<file path="src/rtl/timer_pkg.sv">
// Shared timer definitions: mode encodings, default count width and the
// state type used by the timer arbiter.
package timer_pkg;

  localparam logic [1:0] MODE_OFF     = 2'b00;
  localparam logic [1:0] MODE_PRESC   = 2'b01;
  localparam logic [1:0] MODE_TRIG    = 2'b10;
  localparam logic [1:0] MODE_ONESHOT = 2'b11;

  localparam int TW_DEFAULT = 10;

  typedef enum logic [2:0] {
    ST_IDLE,
    ST_ARM,
    ST_FIRE,
    ST_WAIT_START,
    ST_WAIT_DONE,
    ST_DONE,
    ST_ABORT
  } arb_state_e;

endpackage

</file>
<file path="src/rtl/rr_pick.sv">
// Combinational round-robin selector: first set request at or above ptr,
// wrapping around. Reusable by any shared-resource arbiter.
module rr_pick #(
  parameter int N  = 4,
  parameter int IW = (N > 1) ? $clog2(N) : 1
) (
  input  logic [N-1:0]  req,
  input  logic [IW-1:0] ptr,
  output logic          valid,
  output logic [IW-1:0] idx,
  output logic [N-1:0]  onehot
);

  logic [IW:0] sum;

  // Scan from the farthest offset down so the nearest candidate wins last.
  always_comb begin
    valid  = 1'b0;
    idx    = '0;
    onehot = '0;
    sum    = '0;
    for (int k = N - 1; k >= 0; k--) begin
      sum = {1'b0, ptr} + (IW+1)'(k);
      if (sum >= (IW+1)'(N)) sum = sum - (IW+1)'(N);
      if (req[sum[IW-1:0]]) begin
        valid  = 1'b1;
        idx    = sum[IW-1:0];
        onehot = N'(1) << sum[IW-1:0];
      end
    end
  end

endmodule

</file>
<file path="src/rtl/timer_arbiter.sv">
// Round-robin arbiter/sequencer sharing one one-shot timer among NUM_REQ requesters.
// Define TIMER_ARB_TIMEOUT_EN to bound the wait for the timer to start (err_o).
module timer_arbiter
  import timer_pkg::*;
#(
  parameter int NUM_REQ = 4,
  parameter int TW      = TW_DEFAULT,
  parameter int TMO_CYC = 4
) (
  input  logic                  clk_i,
  input  logic                  rstn_i,
  input  logic [NUM_REQ-1:0]    req_i,
  input  logic [NUM_REQ*TW-1:0] req_delay_i,
  input  logic                  tmr_running_i,
  output logic [NUM_REQ-1:0]    grant_o,
  output logic [NUM_REQ-1:0]    done_o,
  output logic [NUM_REQ-1:0]    err_o,
  output logic                  busy_o,
  output logic [1:0]            tmr_mode_o,
  output logic [TW-1:0]         tmr_target_o,
  output logic                  tmr_trig_o,
  output logic                  tmr_clear_o
);

  localparam int IW = $clog2(NUM_REQ);

  arb_state_e           state_reg;
  logic [IW-1:0]        owner_reg;
  logic [IW-1:0]        ptr_reg;
  logic [IW-1:0]        ptr_next;
  logic [TW-1:0]        delay_arr [NUM_REQ];
  logic                 pick_valid;
  logic [IW-1:0]        pick_idx;
  logic [NUM_REQ-1:0]   pick_onehot;
  logic                 owner_req;

  genvar gi;
  for (gi = 0; gi < NUM_REQ; gi++) begin : g_delay
    assign delay_arr[gi] = req_delay_i[gi*TW +: TW];
  end

  rr_pick #(
    .N  (NUM_REQ),
    .IW (IW)
  ) u_pick (
    .req    (req_i),
    .ptr    (ptr_reg),
    .valid  (pick_valid),
    .idx    (pick_idx),
    .onehot (pick_onehot)
  );

  assign ptr_next  = (owner_reg == IW'(NUM_REQ - 1)) ? '0 : owner_reg + 1'b1;
  assign owner_req = req_i[owner_reg];

`ifdef TIMER_ARB_TIMEOUT_EN
  localparam int TMO_W = $clog2(TMO_CYC + 1);
  logic [TMO_W-1:0] tmo_cnt_reg;
`else
  assign err_o = '0;
`endif

  always_ff @(posedge clk_i or negedge rstn_i) begin
    if (!rstn_i) begin
      state_reg    <= ST_IDLE;
      owner_reg    <= '0;
      ptr_reg      <= '0;
      grant_o      <= '0;
      done_o       <= '0;
      busy_o       <= 1'b0;
      tmr_mode_o   <= MODE_OFF;
      tmr_target_o <= '0;
      tmr_trig_o   <= 1'b0;
      tmr_clear_o  <= 1'b0;
`ifdef TIMER_ARB_TIMEOUT_EN
      err_o        <= '0;
      tmo_cnt_reg  <= '0;
`endif
    end else begin
      done_o      <= '0;
      tmr_trig_o  <= 1'b0;
      tmr_clear_o <= 1'b0;
`ifdef TIMER_ARB_TIMEOUT_EN
      err_o       <= '0;
`endif
      case (state_reg)
        ST_IDLE: begin
          if (pick_valid) begin
            owner_reg <= pick_idx;
            grant_o   <= pick_onehot;
            busy_o    <= 1'b1;
            // A zero delay never touches the timer.
            if (delay_arr[pick_idx] == '0) begin
              state_reg <= ST_DONE;
            end else begin
              state_reg    <= ST_ARM;
              tmr_mode_o   <= MODE_ONESHOT;
              tmr_target_o <= delay_arr[pick_idx];
              tmr_clear_o  <= 1'b1;
            end
          end
        end
        ST_ARM: begin
          tmr_trig_o <= 1'b1;
          state_reg  <= ST_FIRE;
        end
        ST_FIRE: begin
          state_reg <= ST_WAIT_START;
`ifdef TIMER_ARB_TIMEOUT_EN
          tmo_cnt_reg <= TMO_W'(TMO_CYC);
`endif
        end
        ST_WAIT_START: begin
          if (!owner_req) begin
            tmr_clear_o <= 1'b1;
            tmr_mode_o  <= MODE_OFF;
            grant_o     <= '0;
            ptr_reg     <= ptr_next;
            state_reg   <= ST_ABORT;
          end else if (tmr_running_i) begin
            state_reg <= ST_WAIT_DONE;
`ifdef TIMER_ARB_TIMEOUT_EN
          end else if (tmo_cnt_reg <= TMO_W'(1)) begin
            err_o       <= grant_o;
            tmr_clear_o <= 1'b1;
            tmr_mode_o  <= MODE_OFF;
            grant_o     <= '0;
            ptr_reg     <= ptr_next;
            state_reg   <= ST_ABORT;
          end else begin
            tmo_cnt_reg <= tmo_cnt_reg - 1'b1;
`endif
          end
        end
        ST_WAIT_DONE: begin
          if (!owner_req) begin
            tmr_clear_o <= 1'b1;
            tmr_mode_o  <= MODE_OFF;
            grant_o     <= '0;
            ptr_reg     <= ptr_next;
            state_reg   <= ST_ABORT;
          end else if (!tmr_running_i) begin
            done_o     <= grant_o;
            grant_o    <= '0;
            tmr_mode_o <= MODE_OFF;
            ptr_reg    <= ptr_next;
            state_reg  <= ST_DONE;
          end
        end
        ST_DONE: begin
          // Grant still set means a zero-delay entry whose pulse is still owed.
          if (grant_o != '0) begin
            done_o     <= grant_o;
            grant_o    <= '0;
            tmr_mode_o <= MODE_OFF;
            ptr_reg    <= ptr_next;
          end else begin
            busy_o    <= 1'b0;
            state_reg <= ST_IDLE;
          end
        end
        ST_ABORT: begin
          busy_o    <= 1'b0;
          state_reg <= ST_IDLE;
        end
        default: state_reg <= ST_IDLE;
      endcase
    end
  end

endmodule

</file>
<file path="config.mk">
export PLATFORM = sky130hd
export DESIGN_NAME = timer_arbiter
export DESIGN_NICKNAME = d
export VERILOG_FILES = /design/src/rtl/timer_pkg.sv /design/src/rtl/rr_pick.sv /design/src/rtl/timer_arbiter.sv
export SDC_FILE = /design/constraint.sdc
export NUM_CORES = 1
export LEC_CHECK = 0
export CORE_MARGIN = 8
export CORE_UTILIZATION = 50
export CTS_CLUSTER_SIZE = 12
export DETAILED_ROUTE_END_ITERATION = 12
export PLACE_DENSITY = 0.91
export SYNTH_ARGS = -nofsm -noshare
export SYNTH_HDL_FRONTEND = slang
export SYNTH_HIERARCHICAL = 1
export SYNTH_SLANG_ARGS = --single-unit
</file>
<file path="constraint.sdc">
create_clock -name clk_i -period 5.9 [get_ports clk_i]
set_input_delay 0.59 -clock clk_i [delete_from_list [all_inputs] [get_ports clk_i]]
set_output_delay 0.59 -clock clk_i [all_outputs]
set_load 0.1 [all_outputs]
</file>
### After elaboration in Yosys (flattened, before gate mapping)

Index checks and enable logic that the tools add are counted.

* flip-flop bits (word level): 30
* bits of input ports: 47
* output and inout bits: 27
* word-level logic and storage cells: 130

* $add $sub $neg: 8
* order comparisons: 10
* equality and inequality tests: 14
* shift operators: 4
* mux-type cells: 68
* bitwise logic cells: 2
* reduce and logical (&&, ||, !) cells: 14

Operators with widths (number)
* $mux W4: 12
* $mux W2: 19
* $mux W3: 7
* $bmux W10 S2: 1
* $mux W10: 2
* $pmux W3 S6: 1
* $pmux W4 S4: 1
* $shl A1 B2 Y4 const A: 4
* $lt A2 B3 Y1 const B: 5
* $mux W1: 15
* $ge A3 B3 Y1 const B: 4
* $bmux W1 S2: 5
* $logic_not A10 Y1: 1
* $ne A2 B2 Y1 const B: 5
* $eq A3 B3 Y1 const B: 3
* $pmux W2 S4: 1
* $pmux W4 S2: 1
* $reduce_and A4 Y1: 2
* $reduce_bool A4 Y1: 2
* $sub A2 B1 Y2 const B: 4
* $add A2 B2 Y3 const B: 2
* $eq A3 B2 Y1 const B: 2
* $ne A3 B3 Y1 const B: 2
* $pmux W2 S3: 1
* 16 further kinds: 18

### Depth between registers and ports, before layout

* word-level depth: 17
* gate-level depth with buffers: 13
* gate-level depth less buffers: 10

### Modules after synthesis

Netlist, hierarchy kept.

By module, submodules not included
* timer_arbiter: times used 1, cells each 151, area each 1614.0 um^2, seq. area each 725.7 um^2
* rr_pick: times used 1, cells each 85, area each 683.2 um^2, seq. area each 0.0 um^2

### Worst setup path after synthesis

Ideal clock, no wire load.

* path type: register to register
* start: reg ptr_reg[0]
* end: reg tmr_clear_o
* setup time: 125 ps
* arrival: 3399 ps
* data required time: 5775 ps
* slack: 2376 ps
* cell stages (with the launch flop): 14
* path buffers: 4
* clock period less this slack: 3524 ps
* cells stage by stage: dfrtp_1 buf_6 inv_1 ha_1 buf_2 nand2_1 a21o_2 a221oi_1 clkbuf_1 mux4_2 nor4_2 a31oi_1 buf_2 o21bai_1

* longest elaborated chain between the ends: 17
* elaborated cells on any way between the ends: 39
* classes of those cells: add/sub (7); order compare (4); mux (26); bitwise (1); reduce/logical (1)

RTL lines
* from (decl): line timer_arbiter.sv:29 `logic [IW-1:0] ptr_reg;`
* from (signal assigned): line timer_arbiter.sv:118 `ptr_reg <= ptr_next;`
* from (signal assigned): line timer_arbiter.sv:140 `ptr_reg <= ptr_next;`
* from (signal assigned): line timer_arbiter.sv:146 `ptr_reg <= ptr_next;`
* $add A2 B2 Y3: line rr_pick.sv:23 `sum = {1'b0, ptr} + (IW+1)'(k);`
* $ge A3 B3 Y1 or $sub A2 B1 Y2 (tied branches): line rr_pick.sv:24 `if (sum >= (IW+1)'(N)) sum = sum - (IW+1)'(N);`
* $mux W2: line rr_pick.sv:24
* $bmux W1 S2: line rr_pick.sv:25 `if (req[sum[IW-1:0]]) begin`
* $mux W1 (not written as such): line rr_pick.sv:25
* $mux W2 (3 in series): line rr_pick.sv:25
* $mux W2 (*): line rr_pick.sv:25
* named net pick_idx[1]: line timer_arbiter.sv:33 `logic [IW-1:0] pick_idx;`
* $not A2 Y3 (not written as such) (*): line timer_arbiter.sv:93 `if (delay_arr[pick_idx] == '0) begin`
* $bmux W10 S2 (*): line timer_arbiter.sv:93
* $mux W10 (not written as such) (*) (2 in series): line timer_arbiter.sv:93
* $logic_not A10 Y1 (*): line timer_arbiter.sv:93
* $mux W1 (*): line timer_arbiter.sv:93
* $mux W1 (*): line timer_arbiter.sv:88 `if (pick_valid) begin`
* $pmux W1 S2 (*): line timer_arbiter.sv:86 `case (state_reg)`
* to (signal assigned): line timer_arbiter.sv:82 `tmr_clear_o <= 1'b0;`
* to (signal assigned): line timer_arbiter.sv:99 `tmr_clear_o <= 1'b1;`
* to (signal assigned): line timer_arbiter.sv:115 `tmr_clear_o <= 1'b1;`
* to (decl): line timer_arbiter.sv:22 `output logic tmr_clear_o`

Mark *: on every way through the listed nets, which the timed path passes. The rest lies on a longest branch. The select of a mux whose other input is x is not followed.
A chain may end at the register's enable or synchronous reset.

### Final worst setup path

Ends and elaborated chain as after synthesis.

==> impl_metrics.tcl <==
set metrics [dict create \
    via_count 2054 \
    reg2reg_to "tmr_clear_o" \
    wire_per_inst_um 16.6 \
    clock.fmax_ghz 0.231 \
    clk_pin_slew_ns 0.06 \
    final_core_util 0.701 \
    gp_congestion 0.872 \
    crit_type "reg -> reg" \
    routed_wl_um 5880 \
    start_util 0.524 \
    top_regs "tmr_target_o (10), done_o (4), grant_o (4)" \
    cts_tree "done" \
    dpl.hpwl_um 4630 \
    crit_chain "inv_1, ha_1, nor2_1, o221ai_1, o21ai_0, a211oi_2, buf_4, mux4_2, nor4_2, a31oi_1, o21bai_1" \
    ios 74 \
    syn_inst 236 \
    synth_warnings 6 \
    status "complete, no violations" \
    num_rows 24 \
    cts_root_buf "clkbuf_8" \
    r2r_start "ptr_reg[0]" \
    cp.required_ns 6.06 \
    setup_tns_ns 0 \
    fillers 307 \
    drive_gt1_frac 0.162 \
    numCtsBuffers 5 \
    area_growth_syn_to_layout_pct 33.8 \
    min_path_type "reg -> reg" \
    ff2ff_path_depth 11 \
    track_usage 0.168 \
    grt_pass1_wl_um 9990 \
    slew_headroom 0.317 \
    critical_path_peak_fanout 19 \
    overflow 0 \
    final_antenna_net_count 0 \
    ys_seq_area_frac 0.316 \
    final.setup.worst_slack_ns 1.56 \
    synth_ff_type "dfrtp_1" \
    largest_reg_flops 10 \
    fp.dieArea_um2 7020 \
    cp_data_arrival_time_ns 4.50 \
    critPathLaunch "ptr_reg[0]" \
    final.setup_skew_ns 0.00158 \
    drv_slew 0 \
    reg2reg_setup_slack_ns 1.56 \
    whs_endpoint "tmr_target_o[6]" \
    cts_setup_buffers 0 \
    synth_commonest_cells "dfrtp_1 (29), inv_1 (24), nand2_1 (22), nor2_1 (20)" \
    synth_cell_types 48 \
    dr.pass1.iters 4 \
    synth.most_common_cell "dfrtp_1" \
    period_share 0.735 \
    fin_crit_ns 4.34 \
    vias_per_cell 5.80 \
    clock_sinks 29 \
    ctsResizeCount 0 \
    max_flop_register "tmr_target_o" \
    cts_max_level 2 \
    place.port_buffers 69 \
    synth_top_area_frac 0.316 \
    dieHeight_um 83.8 \
    ys_ff_latch 29 \
    drt_iter0_drc 175 \
    postPlaceCellArea_um2 2970 \
    synth_top_area_cell "dfrtp_1" \
    hold-path-cell-count 2 \
    grt_pass1_vias 2082 \
    cp-start-kind "register" \
    coreArea_um2 4380 \
    setup_violations 0 \
    nets 357 \
    die_x_um 83.8 \
    crit_slowest_cell "dfrtp_1" \
    max_stage_delay_ns 0.84 \
    worstSetupEndpointType "register" \
    worstHoldStart "tmr_target_o[6]" \
    hold_viol_final 0 \
    worstSkewPairLatency_ns 0.28 \
    drc 0 \
    grt_max_degree 30 \
    postSynth.asyncResetShare 1.00 \
    rsz0062_at_grt "no" \
    fin_area_um2 3070 \
    pre_cts_slack_ns 1.58 \
    syn_area_per_cell_um2 9.73 \
    synth_edf_count 0 \
    drv_cap 0 \
    n_antenna_cell 0 \
    worst_pin_slew_ns 1.02 \
    ctsHoldBuffers 0 \
    syn_area_um2 2300 \
    cts_max_path_buffers 2 \
    synthTopCellsByArea "dfrtp_1 (32%), mux4_2 (12%), ha_1 (4.9%)" \
    antenna_found_initial 0 \
]
final cells by class:
type / instances / area (um2) / area share
inverter: 24 / 90.1 / 0.0293
tap: 52 / 65.1 / 0.0212
sequential: 29 / 726 / 0.236
timing repair buffer: 73 / 721 / 0.234
multi-input combinational: 168 / 1370 / 0.446
clock inverter: 1 / 5.00 / 0.00163
clock buffer: 7 / 96.3 / 0.0313
metal layers:
metal	track usage	share of wire
met4	0.0597	0.017
met5	0	0
met3	0.0566	0.081
met2	0.271	0.48
met1	0.202	0.42
cells by family (layout without fill, tap and decap cells):
group	after synthesis	after routing	synth area share
compound gates	55	55	0.173
fa+ha+maj	9	9	0.0490
mux	29	29	0.209
buf+inv	42	105	0.0948
flops	29	29	0.316
simple gates	71	71	0.157
other cells	1	4	0.00163
through the flow:
step / hold WS, ns / std cells
6_report: 0.532 / 354
5_1_grt: 0.551 / 354
4_1_cts: 0.531 / 354
3_5_place_dp: 0.520 / 346
3_3_place_gp: 0.511 / 346
2_1_floorplan: 0.294 / 239
worst max-delay path: cells and delay by family (launching register included):
family | cells | cell delay, ns
AOI/OAI and AO/OA | 5 | 1.18
and+or+nand+nor | 2 | 0.45
muxes | 1 | 0.56
DFF | 1 | 0.84
adders and majority gates | 1 | 0.64
buffers and inverters | 2 | 0.54
placed cells by master (no fill, tap or decap), types with 4 or more instances in the layout:
master | Yosys | layout
and2_1 | 4 | 4
dfrtp_1 | 29 | 29
nand3_1 | 5 | 5
mux2i_1 | 5 | 5
nand2_1 | 22 | 22
clkbuf_8 | 0 | 7
o211ai_1 | 4 | 4
mux4_2 | 12 | 12
a21oi_1 | 12 | 12
a31oi_1 | 7 | 7
a41oi_2 | 4 | 4
o21ai_0 | 5 | 5
mux2_2 | 5 | 5
nor2_1 | 20 | 20
nand2b_1 | 4 | 4
inv_1 | 24 | 24
o21ai_1 | 11 | 11
ha_1 | 9 | 9
buf_4 | 5 | 4
conb_1 | 1 | 4
clkdlybuf4s50_1 | 0 | 69
worst max path at each step:
stage	cells past startpoint	to
global placement	11	tmr_mode_o[0]
detailed placement	11	tmr_clear_o
global route	11	tmr_clear_o
CTS	11	tmr_clear_o
finish	11	tmr_clear_o
floorplan	13	tmr_clear_o
Power is not shown: default switching activity piles up to over one toggle a cycle in this logic, so the estimate is an artifact.
